**config.mk**
```make
export PLATFORM = sky130hd
export DESIGN_NAME = regfile_mp
export DESIGN_NICKNAME = d
export VERILOG_FILES = /design/src/rtl/regfile_mp.sv
export SDC_FILE = /design/constraint.sdc
export NUM_CORES = 1
export LEC_CHECK = 0
export BUFFER_PORTS_ARGS = -buffer_cell sky130_fd_sc_hd__buf_2
export CORE_MARGIN = 2
export CORE_UTILIZATION = 53
export DETAILED_ROUTE_END_ITERATION = 8
export PLACE_DENSITY = 0.66
export SYNTH_ARGS = -nofsm -noshare
export SYNTH_HDL_FRONTEND = slang
export SYNTH_SLANG_ARGS = --single-unit
```
**constraint.sdc**
```tcl
create_clock -name Clk -period 4.6 [get_ports Clk]
set_input_delay 0 -clock Clk [delete_from_list [all_inputs] [get_ports Clk]]
set_output_delay 0 -clock Clk [all_outputs]
set_load 0.02 [all_outputs]
```
**src/rtl/regfile_mp.sv**
```systemverilog
// Parametrised multi-read-port register file with write-protect mask, link-write port and
// a post-reset init sequencer. Optional write-through forwarding: define REGFILE_BYPASS_EN.
module regfile_mp #(
    parameter int unsigned  DATA_W       = 32,
    parameter int unsigned  ADDR_W       = 5,
    parameter int unsigned  NUM_READ     = 2,
    parameter int unsigned  SP_REG       = 29,
    parameter int unsigned  SP_INIT      = 16380,
    parameter int unsigned  LINK_REG     = 31,
    parameter int unsigned  INIT_BASE    = 100,
    parameter logic [31:0]  PROTECT_MASK = 32'h8C00_0001
) (
    input  logic                         Clk,
    input  logic                         Rst_n,
    input  logic [NUM_READ*ADDR_W-1:0]   ReadAddr,
    output logic [NUM_READ*DATA_W-1:0]   ReadData,
    input  logic                         RegWrite,
    input  logic [ADDR_W-1:0]            WAddr,
    input  logic [DATA_W-1:0]            WData,
    input  logic                         jal,
    input  logic [DATA_W-1:0]            return_address,
    output logic [DATA_W-1:0]            v0,
    output logic [DATA_W-1:0]            v1,
    output logic                         Ready
);

    localparam int unsigned     DEPTH    = 2 ** ADDR_W;
    localparam int unsigned     NUM_VIEW = NUM_READ + 2;
    localparam logic [ADDR_W-1:0] LINK_ADDR = ADDR_W'(LINK_REG);

    typedef enum logic [0:0] {StInit, StRun} state_e;

    state_e             state;
    logic [ADDR_W-1:0]  cnt;
    logic [DATA_W-1:0]  regs [DEPTH];
    logic               main_prot;
    logic               main_we;
    logic               link_we;

    function automatic logic [DATA_W-1:0] image(input logic [ADDR_W-1:0] idx);
        int unsigned i;
        i = 32'(idx);
        if (i == LINK_REG)        return '0;
        if (i == SP_REG)          return DATA_W'(SP_INIT);
        if (i >= 2 && i <= 25)    return DATA_W'(i + INIT_BASE);
        return '0;
    endfunction

    always_ff @(posedge Clk or negedge Rst_n) begin
        if (!Rst_n) begin
            state <= StInit;
            cnt   <= '0;
            Ready <= 1'b0;
        end else begin
            case (state)
                StInit: begin
                    cnt <= cnt + 1'b1;
                    if (cnt == ADDR_W'(DEPTH - 1)) begin
                        state <= StRun;
                        Ready <= 1'b1;
                    end
                end
                StRun: ;
                default: state <= StInit;
            endcase
        end
    end

    // Shift past bit 31 yields zero, so addresses beyond the mask are unprotected.
    always_comb begin
        main_prot = |(PROTECT_MASK & (32'd1 << WAddr));
        main_we   = (state == StRun) && RegWrite && !main_prot;
        link_we   = (state == StRun) && jal;
    end

    // Array has no reset; the init sequencer loads the image. Link write is last so it wins.
    always_ff @(posedge Clk) begin
        if (state == StInit) begin
            regs[cnt] <= image(cnt);
        end else begin
            if (main_we) regs[WAddr]     <= WData;
            if (link_we) regs[LINK_ADDR] <= return_address;
        end
    end

    logic [ADDR_W-1:0] view_addr [NUM_VIEW];
    logic [DATA_W-1:0] view_data [NUM_VIEW];

    for (genvar k = 0; k < NUM_READ; k++) begin : g_port
        assign view_addr[k]                    = ReadAddr[k*ADDR_W +: ADDR_W];
        assign ReadData[k*DATA_W +: DATA_W]    = view_data[k];
    end
    assign view_addr[NUM_READ]     = ADDR_W'(2);
    assign view_addr[NUM_READ + 1] = ADDR_W'(3);
    assign v0 = view_data[NUM_READ];
    assign v1 = view_data[NUM_READ + 1];

    for (genvar k = 0; k < NUM_VIEW; k++) begin : g_view
        logic [DATA_W-1:0] d;
        always_comb begin
            d = regs[view_addr[k]];
`ifdef REGFILE_BYPASS_EN
            if (main_we && view_addr[k] == WAddr)     d = WData;
            if (link_we && view_addr[k] == LINK_ADDR) d = return_address;
`endif
            if (!Ready) d = '0;
        end
        assign view_data[k] = d;
    end

endmodule
```
==> out/summary.log <==
qor: power.power.clock.fraction 42.6%
qor: floorplanning.floorplan.core_area 0.0929 sq mm
qor: run.cap_viol_max_count 0
qor: power.vdd_drop_max 0.343 mV
qor: routing.finalWirelength 177 mm
qor: clocking.cts_post_setup_buffers_inserted 0
qor: logic_synthesis.synth.top_cell.area_share 62.2%
qor: floorplanning.floorplan.initialDensity 53.2%
qor: grt.groute.usage.overall 37.2%
qor: clocking.tritoncts_num_sinks 1031
qor: logic_synthesis.synth_flop_cell sky130_fd_sc_hd__edfxtp_1
qor: clocking.postCtsResizedCells 0
qor: routing.avgRoutedWirePerCell 39.3 um
qor: power.total_design_power 21700 uW
qor: place.placed_cells 4255
qor: sta.slew_violations 0
qor: grt.first_pass_grt_wire_length 246 mm
qor: layout.filler_cell_count 6700
qor: power.comb_power_share 9.1%
qor: logic_synthesis.yosys_warnings 0
qor: routing.drt_first_pass_iters 8
qor: clocking.cts_tree yes
qor: sta.hold_ws 39.1 ps
qor: floorplanning.pin_count 212
qor: grt.use_met1 48.8%
qor: grt.grt_antenna_before_repair 10
qor: worst_setup_path.worst-endpoint-required 4950 ps
qor: logic_synthesis.syn_area_per_cell 17.0 sq um
qor: outcome.status complete, no violations
qor: layout.fin_nets 3242
qor: routing.antenna_left 0
qor: layout.final_util 60.8%
qor: floorplanning.standard_cell_rows 112
qor: routing.drc 0
qor: worst_setup_path.start_kind register
qor: layout.final_layout_size_suffix_gt1_share 28.5%
qor: place.io_buffer_count 211
qor: worst_setup_path.critPathCaptureType register
qor: sta.setup_tns_final 0 ps
qor: routing.initialDrtViolationCount 4772
qor: logic_synthesis.synthDominantAreaCellType sky130_fd_sc_hd__edfxtp_1
qor: sta.final.setup_skew 29.9 ps
qor: worst_hold_path.min-delay-path-class in -> reg
qor: grt.global_route.usage.met3 10.4%
qor: power.cellPowerDensity 384 mW/mm^2
qor: routing.route.vias.total 32.9k
qor: logic_synthesis.post_synth_instance_area 0.0494 sq mm
qor: power.p_switching 5060 uW
qor: logic_synthesis.instance_count_of_the_mapped_netlist 2906
qor: sta.hold_viol_final 0
qor: logic_synthesis.ys_types 55
qor: logic_synthesis.synth-edff-count 1024
qor: worst_setup_path.critPathArrivalTime 3900 ps
qor: sta.rsz0062_at_grt false
qor: worst_setup_path.worst-setup-path-type reg -> reg
qor: sta.max-slew-margin-rel 14.7%
qor: grt.grt_max_degree 68
qor: logic_synthesis.ys_async_sr_fraction 0.679%
qor: grt.grt_overflow 0
qor: layout.mostFrequentLayoutCells sky130_fd_sc_hd__edfxtp_1 (1024), sky130_fd_sc_hd__mux2i_1 (419), sky130_fd_sc_hd__mux4_2 (336)
qor: clocking.clkTransAtPathRegs 60 ps
qor: power.p_leak 0.0201 uW
qor: logic_synthesis.synth.yosys.seq_area_share 62.6%
qor: logic_synthesis.ys_seq_elements 1031
qor: grt.met2_grt_util 56.5%
qor: routing.via_per_inst 7.30
qor: clocking.clock-root-buffer sky130_fd_sc_hd__clkbuf_16
qor: sta.fin_crit 3550 ps
qor: sta.fmax 281 MHz
qor: clocking.cts_buffers 107
qor: sta.tcrit_tclk_final 77.2%
qor: worst_setup_path.cp_max_fo 18
qor: power.power_frac_seq 48.3%
qor: power.power.switching_fraction 23.4%
qor: grt.busiest_layer met2
qor: clocking.clock_insertion_delay_worst_skew 700 ps
qor: sta.timing_worst_slew_pin_value 1280 ps
qor: sta.setup_viol 0
qor: layout.syn_to_final_growth 14.3%
qor: floorplanning.fp.dieH 309 um
qor: place.gp_congestion 0.910
qor: clocking.h-tree-depth 3
qor: worst_setup_path.ff2ff_setup_slack 1050 ps
qor: layout.mostFrequentLayoutCell sky130_fd_sc_hd__edfxtp_1
qor: place.post-dp-hpwl 109 mm
qor: layout.instances_no_fill 4500
qor: floorplanning.die_area 0.0957 sq mm
qor: clocking.ctsLongestPathBuffers 3
qor: logic_synthesis.post_synth_main_area_contributors sky130_fd_sc_hd__edfxtp_1 (62%), sky130_fd_sc_hd__mux4_2 (15%), sky130_fd_sc_hd__mux2i_1 (8.5%)
qor: logic_synthesis.syn_nets 2997
qor: power.internal_power_of_the_cells 16600 uW
qor: floorplanning.die_w 309 um
qor: grt.first_global_vias 32.9k
-- metal layers --
metal,routed length [um],vias up
met5,78,-
met4,10900,10
met3,22500,499
met2,80200,2596
met1,63200,17121
li1,-,12625
-- timing repair --
action | in CTS | in global routing
hold endpoints to repair | 39 | 0
hold buffers | 41 | 0
endpoints found under the setup margin | 0 | 0
-- cells by family (layout without fill, tap and decap cells) --
| logic type | after synthesis | after routing | share of synthesized area, % |
|---|---|---|---|
| muxes | 782 | 782 | 24.4 |
| DFF | 1031 | 1031 | 62.6 |
| adders and majority gates | 8 | 8 | 0.203 |
| other | 0 | 5 | 0 |
| buffers and inverters | 247 | 582 | 2.43 |
| and+or+nand+nor | 383 | 383 | 4.02 |
| xor gates and xnor gates | 3 | 3 | 0.0532 |
| AOI/OAI and AO/OA | 452 | 452 | 6.31 |
-- per-stage QoR --
step	setup slack [ps]	cell area [sq um]
global route	916	56500
floorplan	452	49400
detailed placement	1200	52400
CTS	1170	56500
finish	1050	56500
global placement	1220	52400
-- cell usage after synthesis (2+ instances only) --
cell type	instances
sky130_fd_sc_hd__a211o_1	24
sky130_fd_sc_hd__ha_1	8
sky130_fd_sc_hd__o21ai_0	69
sky130_fd_sc_hd__or3_1	2
sky130_fd_sc_hd__and3_1	3
sky130_fd_sc_hd__mux2_2	27
sky130_fd_sc_hd__nor2_1	57
sky130_fd_sc_hd__a22oi_1	192
sky130_fd_sc_hd__a32oi_1	3
sky130_fd_sc_hd__nand3_1	76
sky130_fd_sc_hd__buf_1	13
sky130_fd_sc_hd__inv_1	6
sky130_fd_sc_hd__or2_2	5
sky130_fd_sc_hd__and2_1	86
sky130_fd_sc_hd__nand2b_1	4
sky130_fd_sc_hd__a31oi_1	76
sky130_fd_sc_hd__a21oi_1	28
sky130_fd_sc_hd__and3b_1	3
sky130_fd_sc_hd__mux2i_1	419
sky130_fd_sc_hd__nor2b_1	6
sky130_fd_sc_hd__mux4_2	336
sky130_fd_sc_hd__a21o_1	7
sky130_fd_sc_hd__nand2_1	81
sky130_fd_sc_hd__nor3b_1	3
sky130_fd_sc_hd__nor4_1	3
sky130_fd_sc_hd__o211ai_1	40
sky130_fd_sc_hd__nand4_1	28
sky130_fd_sc_hd__buf_6	6
sky130_fd_sc_hd__edfxtp_1	1024
sky130_fd_sc_hd__clkbuf_1	102
sky130_fd_sc_hd__a41oi_1	3
sky130_fd_sc_hd__buf_4	26
sky130_fd_sc_hd__xnor2_1	3
sky130_fd_sc_hd__buf_2	92
sky130_fd_sc_hd__dfrtp_1	7
sky130_fd_sc_hd__nor3_1	19
-- sequential cells by signal, summed over array words and instances, names as in the netlist --
signal  flops
Ready       1
state       1
regs     1024
cnt         5
-- worst max-delay path, stage by stage, from the launching register on --
cell and delay (ps):
sky130_fd_sc_hd__dfrtp_1 640, sky130_fd_sc_hd__nand2_1 320, sky130_fd_sc_hd__nor4b_1 530, sky130_fd_sc_hd__o21ai_0 200, sky130_fd_sc_hd__buf_4 210, sky130_fd_sc_hd__nor2_4 850, sky130_fd_sc_hd__buf_4 460
-- path summary, 6_finish.rpt --
kind	from	endpoint	cells after the start
min	WAddr[3]	regs[31][7]	3
max reg2reg	state	regs[26][30]	6
min reg2reg	cnt[0]	cnt[0]	1
min in group asynchronous	Rst_n	cnt[0]	3
max	state	regs[26][30]	6
max in group asynchronous	Rst_n	Ready	3
-- area by class of cell --
class,instances,area [sq um],share of cell area (%)
flip-flops and latches,1031,30900,54.7
multi-input cells,1628,17600,31.1
clock buffers,127,2800,4.95
repair buffers,377,2650,4.69
well taps,1254,1570,2.78
clock inverters,72,932,1.65
inverters,6,22.5,0.0399
diodes,5,12.5,0.0221
-- power groups by stage --
stage | clock network, uW | registers (uW) | logic, uW
floorplan | 0 | 10600 | 1140
global placement | 0 | 10700 | 1880
detailed placement | 0 | 10700 | 1900
CTS | 9280 | 10500 | 1930
global route | 9630 | 10500 | 2030
finish | 9240 | 10500 | 1970
Power figures use the tool's default switching activity.
